### src/rtl/bcd_down_counter_pkg.sv
// Shared definitions for the cascaded BCD down-counter: decade width,
// largest legal decade value and the decade validity check.
package bcd_down_counter_pkg;

  localparam int DIGIT_W = 4;

  typedef logic [DIGIT_W-1:0] bcd_digit_t;

  localparam bcd_digit_t DIGIT_MAX = 4'd9;

  // A decade is legal BCD only when it does not exceed nine.
  function automatic logic digit_valid(input bcd_digit_t d);
    return (d <= DIGIT_MAX);
  endfunction

endpackage

### src/rtl/bcd_down_counter_if.sv
// Control and status bundle of the BCD down-counter. The master drives load
// requests and the count enable; the slave (the counter) returns the count,
// terminal count and the two single-cycle status pulses.
interface bcd_down_counter_if
  import bcd_down_counter_pkg::*;
#(
  parameter int DIGITS = 3
);

  logic                      load;
  logic [DIGIT_W*DIGITS-1:0] din;
  logic                      en;
  logic [DIGIT_W*DIGITS-1:0] dout;
  logic                      tc;
  logic                      bout;
  logic                      load_err;

  modport master (
    output load, din, en,
    input  dout, tc, bout, load_err
  );

  modport slave (
    input  load, din, en,
    output dout, tc, bout, load_err
  );

endinterface

### src/rtl/bcd_digit_down.sv
// One BCD decade of the down-counter. A load overwrites the decade; a
// decrement request steps it down by one, rolling 0 over to 9. The zero flag
// feeds the borrow chain of the decades above.
module bcd_digit_down
  import bcd_down_counter_pkg::*;
(
  input  logic       clk,
  input  logic       rstn,
  input  logic       load,
  input  bcd_digit_t d,
  input  logic       dec_in,
  output bcd_digit_t q,
  output logic       zero
);

  // Decade register: load beats decrement, decrement at zero rolls to nine.
  always_ff @(posedge clk or negedge rstn) begin
    if (!rstn) begin
      q <= '0;
    end else if (load) begin
      q <= d;
    end else if (dec_in) begin
      q <= (q == '0) ? DIGIT_MAX : (q - 4'd1);
    end
  end

  assign zero = (q == '0);

endmodule

### src/rtl/bcd_down_counter.sv
// Cascaded BCD down-counter of DIGITS decades. Loads are checked for legal
// BCD before being accepted; an illegal load leaves the count untouched and
// raises load_err for one cycle. At zero the counter either wraps to all
// nines (raising bout for one cycle) or sticks at zero, depending on WRAP.
module bcd_down_counter
  import bcd_down_counter_pkg::*;
#(
  parameter int DIGITS = 3,
  parameter bit WRAP   = 1'b1
)
(
  input  logic                clk,
  input  logic                rstn,
  bcd_down_counter_if.slave   bus
);

  logic [DIGIT_W*DIGITS-1:0] count_q;
  logic [DIGITS-1:0]         digit_zero;
  logic [DIGITS-1:0]         dec_in;
  logic [DIGITS:0]           lower_zero;
  logic                      din_valid;
  logic                      all_zero;
  logic                      do_load;
  logic                      do_count;
  logic                      wrap_now;
  logic                      bout_q;
  logic                      load_err_q;

  // A load is only accepted when every decade of din is legal BCD.
  always_comb begin
    din_valid = 1'b1;
    for (int i = 0; i < DIGITS; i++) begin
      din_valid = din_valid & digit_valid(bus.din[DIGIT_W*i +: DIGIT_W]);
    end
  end

  // lower_zero[i] is high when decades 0..i-1 all read zero, so it is also
  // the borrow into decade i; lower_zero[DIGITS] means the whole count is zero.
  assign lower_zero[0] = 1'b1;
  assign all_zero      = lower_zero[DIGITS];

  // Any load request, valid or not, suppresses counting for that cycle.
  // Without wrap, a zero count simply refuses to decrement.
  assign do_load  = bus.load & din_valid;
  assign do_count = bus.en & ~bus.load & (WRAP | ~all_zero);
  assign wrap_now = do_count & all_zero;

  for (genvar i = 0; i < DIGITS; i++) begin : g_digit
    assign lower_zero[i+1] = lower_zero[i] & digit_zero[i];
    assign dec_in[i]       = do_count & lower_zero[i];

    bcd_digit_down u_digit (
      .clk    (clk),
      .rstn   (rstn),
      .load   (do_load),
      .d      (bus.din[DIGIT_W*i +: DIGIT_W]),
      .dec_in (dec_in[i]),
      .q      (count_q[DIGIT_W*i +: DIGIT_W]),
      .zero   (digit_zero[i])
    );
  end

  // Status pulses: borrow-out after a wrap, error after a rejected load.
  always_ff @(posedge clk or negedge rstn) begin
    if (!rstn) begin
      bout_q     <= 1'b0;
      load_err_q <= 1'b0;
    end else begin
      bout_q     <= wrap_now;
      load_err_q <= bus.load & ~din_valid;
    end
  end

  assign bus.dout     = count_q;
  assign bus.tc       = all_zero;
  assign bus.bout     = bout_q;
  assign bus.load_err = load_err_q;

endmodule

### src/flat_wrapper.sv
// flat-port wrapper written by rule: the top's interface ports become plain ports
module bcd_down_counter_flat import bcd_down_counter_pkg::*;
#(
  parameter int DIGITS = 3,
  parameter bit WRAP   = 1'b1
)
  (clk, rstn, bus_load, bus_din, bus_en, bus_dout, bus_tc, bus_bout, bus_load_err);
  bcd_down_counter_if #(.DIGITS(DIGITS)) bus_i ();
  input  logic clk;
  input  logic rstn;
  input wire logic [$bits(bus_i.load)-1:0] bus_load;
  input wire logic [$bits(bus_i.din)-1:0] bus_din;
  input wire logic [$bits(bus_i.en)-1:0] bus_en;
  output wire logic [$bits(bus_i.dout)-1:0] bus_dout;
  output wire logic [$bits(bus_i.tc)-1:0] bus_tc;
  output wire logic [$bits(bus_i.bout)-1:0] bus_bout;
  output wire logic [$bits(bus_i.load_err)-1:0] bus_load_err;
  assign bus_i.load = bus_load;
  assign bus_i.din = bus_din;
  assign bus_i.en = bus_en;
  assign bus_dout = bus_i.dout;
  assign bus_tc = bus_i.tc;
  assign bus_bout = bus_i.bout;
  assign bus_load_err = bus_i.load_err;
  bcd_down_counter #(.DIGITS(DIGITS), .WRAP(WRAP)) u_core (.clk(clk), .rstn(rstn), .bus(bus_i));
endmodule
### config.mk
export PLATFORM = sky130hd
export DESIGN_NAME = bcd_down_counter_flat
export DESIGN_NICKNAME = d
export VERILOG_FILES = /design/src/rtl/bcd_down_counter_pkg.sv /design/src/rtl/bcd_down_counter_if.sv /design/src/rtl/bcd_digit_down.sv /design/src/rtl/bcd_down_counter.sv /design/src/flat_wrapper.sv
export SDC_FILE = /design/constraint.sdc
export NUM_CORES = 1
export LEC_CHECK = 0
export ABC_AREA = 1
export CORE_MARGIN = 2
export CORE_UTILIZATION = 47
export DETAILED_ROUTE_END_ITERATION = 12
export PLACE_DENSITY_LB_ADDON = 0.05
export RECOVER_POWER = 100
export SYNTH_ARGS = -nofsm -noshare
export SYNTH_HDL_FRONTEND = slang
export SYNTH_SLANG_ARGS = --single-unit
### constraint.sdc
create_clock -name clk -period 3.53 [get_ports clk]
set_input_delay 0.706 -clock clk [delete_from_list [all_inputs] [get_ports clk]]
set_output_delay 0.706 -clock clk [all_outputs]
set_load 0.1 [all_outputs]
==> flow_metrics.env <==
export IMPL_grt_pass1_vias=855
export IMPL_crit_fanout=6
export IMPL_timing_critical_path_to_type="output pin"
export IMPL_yosysMostFrequentCell="nand2_1"
export IMPL_dominantRegCellSynth="dfrtp_1"
export IMPL_timing_critical_path_from_type="register"
export IMPL_die_area_um2=2260
export IMPL_path_cells="nor2_2, nand2_1, nor2_4, nand3_1, nor2_1, clkbuf_1"
export IMPL_vdd_ir_drop_worst_mv=0.737
export IMPL_postSynthRegisterBits=14
export IMPL_power_density_cell_area_nw_per_um2=972
export IMPL_floorplan_die_height_um=47.6
export IMPL_route_detailed_drc=0
export IMPL_finalWeightedCongestion=0.786
export IMPL_detail_route_antenna_nets=0
export IMPL_clkLatencyLatePin_ps=290
export IMPL_yosysTopAreaCell="dfrtp_1"
export IMPL_rsz0062_at_grt="no"
export IMPL_worst_path_buf_inv=1
export IMPL_synthToLayoutAreaGrowth_pct=36.2
export IMPL_top_cell_types_by_occurrence_after_synthesis="nand2_1 (33), nand3_1 (24), inv_1 (15), dfrtp_1 (14), nor2_1 (11)"
export IMPL_synth_enable_flop_cells=0
export IMPL_routed_top_layer="met4"
export IMPL_core_um2=1760
export IMPL_drv_slew=0
export IMPL_setup_viol=0
export IMPL_critPathArrivalTime_ps=2240
export IMPL_nets=174
export IMPL_timing_max_cap_violations=0
export IMPL_fmax_ghz=0.339
export IMPL_worst_slew_pin_transition_ps=1160
export IMPL_seq_area_frac_synth_pct=39.3
export IMPL_antenna_diode_count=0
export IMPL_violation_count_after_the_first_detailed_routing_iteration=9
export IMPL_placement_cell_area_um2=1200
export IMPL_yosysUniqueCellTypes=22
export IMPL_place_detailed_instances=178
export IMPL_drt_wirelength_per_cell_um=11.4
export IMPL_total_leakage_power_nw=0.608
export IMPL_outcome="complete, no violations"
export IMPL_clock_sink_count=14
export IMPL_cts_buffers_inserted=3
export IMPL_routed_via_count=906
export IMPL_multi_input_area_um2=450
export IMPL_largest_delay_contributor_family_on_the_critical_path="buffers and inverters"
export IMPL_placement_rows=15
export IMPL_detailedPlacementHpwl_um=1580
export IMPL_synthDominantCellAreaShare_pct=39.3
export IMPL_finalWirelength_um=2080
export IMPL_min_period_over_period_pct=83.5
export IMPL_portBuffers=30
export IMPL_tritoncts="done"
export IMPL_chipWidth_um=47.6
export IMPL_pin_count_of_the_biggest_net_entering_global_routing=17
export IMPL_finalWorstPathRequiredPeriod_ps=2950
export IMPL_netlist_top_cells_area="dfrtp_1 (39%), nand2_1 (14%), nand3_1 (13%)"
export IMPL_synth_fp_nets=141
export IMPL_wl_met2_um=960
export IMPL_htreeDepth=1
export IMPL_ctsRootBufferMaster="clkbuf_4"
export IMPL_synth_async_sr_flop_share_pct=100
export IMPL_worstHoldStart="u_core.g_digit[2].u_digit.q[1]$_DFFE_PN0P_"
export IMPL_synth_cells=125
export IMPL_post_layout_nonfiller_instances=182
export IMPL_initial_core_util_pct=50.6
export IMPL_synth_avg_cell_area_um2=7.14
export IMPL_r2r_start="u_core.g_digit[0].u_digit.q[2]$_DFFE_PN0P_"
export IMPL_post_cts_resized=0
export IMPL_grt_first_pass_wirelength_um=3500
export IMPL_min_path_type="register to register"
export IMPL_timing_worst_setup_path_type="register to output pin"
export IMPL_globalRoute_totalOverflow=0
export IMPL_hold_buffers=0
export IMPL_slew_limit_headroom_pct=22.9
export IMPL_max_stage_delay_ps=860
export IMPL_postCtsSetupRepairBufs=0
export IMPL_fin_worst_skew_ps=7.24
export IMPL_total_power_mw=1.18
export IMPL_avgViaCountPerCell=4.98
export IMPL_global_route_total_usage_across_every_layer_pct=22.2
export IMPL_worst_setup_hold_path_clk_slew_ps=100
export IMPL_final_seq_area_um2=350
export IMPL_dr_pass1_iters=4
export IMPL_top_level_ports=31
export IMPL_fillCellCount=162
export IMPL_grt_antenna_before_repair=0
export IMPL_yosys_warnings=0
export IMPL_drive_gt1_share_pct=7.01
export IMPL_clock_tree_buffer_depth=2
export IMPL_crit_required_ps=2820
export IMPL_number_of_hold_violations_in_the_final_report=0
export IMPL_synthesis_area_um2=892
export IMPL_dr_wl_met3_um=84
export IMPL_met1Wirelength_um=986
export IMPL_timing_critical_path_from="u_core.g_digit[1].u_digit.q[0]$_DFFE_PN0P_"
export IMPL_fin_area_um2=1210
export IMPL_critical_path_slowest_cell="clkbuf_1"
export IMPL_timing_setup_tns_ps=0
==> through the flow <==
step	hold slack [ps]	worst slack (ps)	utilization (%)
3_5_place_dp	539	1190	68.2
3_3_place_gp	539	1250	68.2
4_1_cts	562	921	70.3
6_report	548	583	68.9
5_1_grt	595	471	68.9
2_1_floorplan	410	149	-
==> sequential cells by signal, indices dropped and copies added (netlist names) <==
name and flops:
u_core.bus.load_err 1, u_core.g_digit.u_digit.q 12, u_core.bus.bout 1
==> worst paths after layout <==
check	end	slack [ps]	depth (start not counted)
max in group asynchronous	u_core.g_digit[2].u_digit.q[2]$_DFFE_PN0P_	2220	1
min in group asynchronous	u_core.g_digit[1].u_digit.q[1]$_DFFE_PN0P_	880	1
max reg2reg	u_core.g_digit[2].u_digit.q[1]$_DFFE_PN0P_	2040	7
min	u_core.g_digit[2].u_digit.q[1]$_DFFE_PN0P_	550	2
max	bus_tc	580	6
min reg2reg	u_core.g_digit[2].u_digit.q[1]$_DFFE_PN0P_	550	2
==> placed cells by master, fill, tap and decap left out <==
cell type        netlist  final
nand2_1               33     33
nand3_1               24     24
inv_1                 15     16
dlygate4sd3_1          0     15
dfrtp_1               14     14
nor2_1                11     12
clkdlybuf4s50_1        0     12
o21ai_0                5      7
nand4_1                2      3
clkbuf_4               0      3
clkbuf_1               0      3
nor2_2                 2      2
o21ai_1                4      2
nand3b_1               2      2
nor2_4                 2      1
nand3_4                1      1
clkinvlp_2             0      1
o21ai_2                1      1
xnor2_1                1      1
nand2_4                1      1
a21oi_1                1      1
o211ai_1               1      1
clkbuf_8               0      1
==> per-layer routing <==
metal / track usage [%] / vias to the layer above
li1: - / 471
met1: 26.3 / 407
met2: 38.9 / 23
met3: 4.53 / 5
met4: 9.73 / 0
met5: 0 / -
==> logic make-up (layout without fill, tap and decap cells) <==
group | after synthesis | count (layout) | synth area share [%]
AOI/OAI and AO/OA | 12 | 12 | 7.43
xor gates and xnor gates | 1 | 1 | 0.982
and+or+nand+nor | 79 | 79 | 43.6
buffers and inverters | 19 | 51 | 8.69
DFF | 14 | 14 | 39.3
==> where the power goes <==
group	switching (mW)	internal (mW)	total [mW]
clock	0.0589	0.0629	0.122
combinational	0.609	0.159	0.768
sequential	0.0734	0.218	0.292
total	0.741	0.440	1.18
==> worst min-delay path: stages, from the launching register on <==
cell and delay, ps:
dfrtp_1 370, nand3_1 80, nand2_1 60
==> area by class of cell <==
class / count / share of cell area [%]
Tap cell: 25 / 2.57
Inverter: 17 / 5.36
Timing Repair Buffer: 30 / 23.2
Sequential cell: 14 / 28.8
Clock buffer: 4 / 2.99
Multi-Input combinational cell: 92 / 37.1
Power figures use the tool's default switching activity.
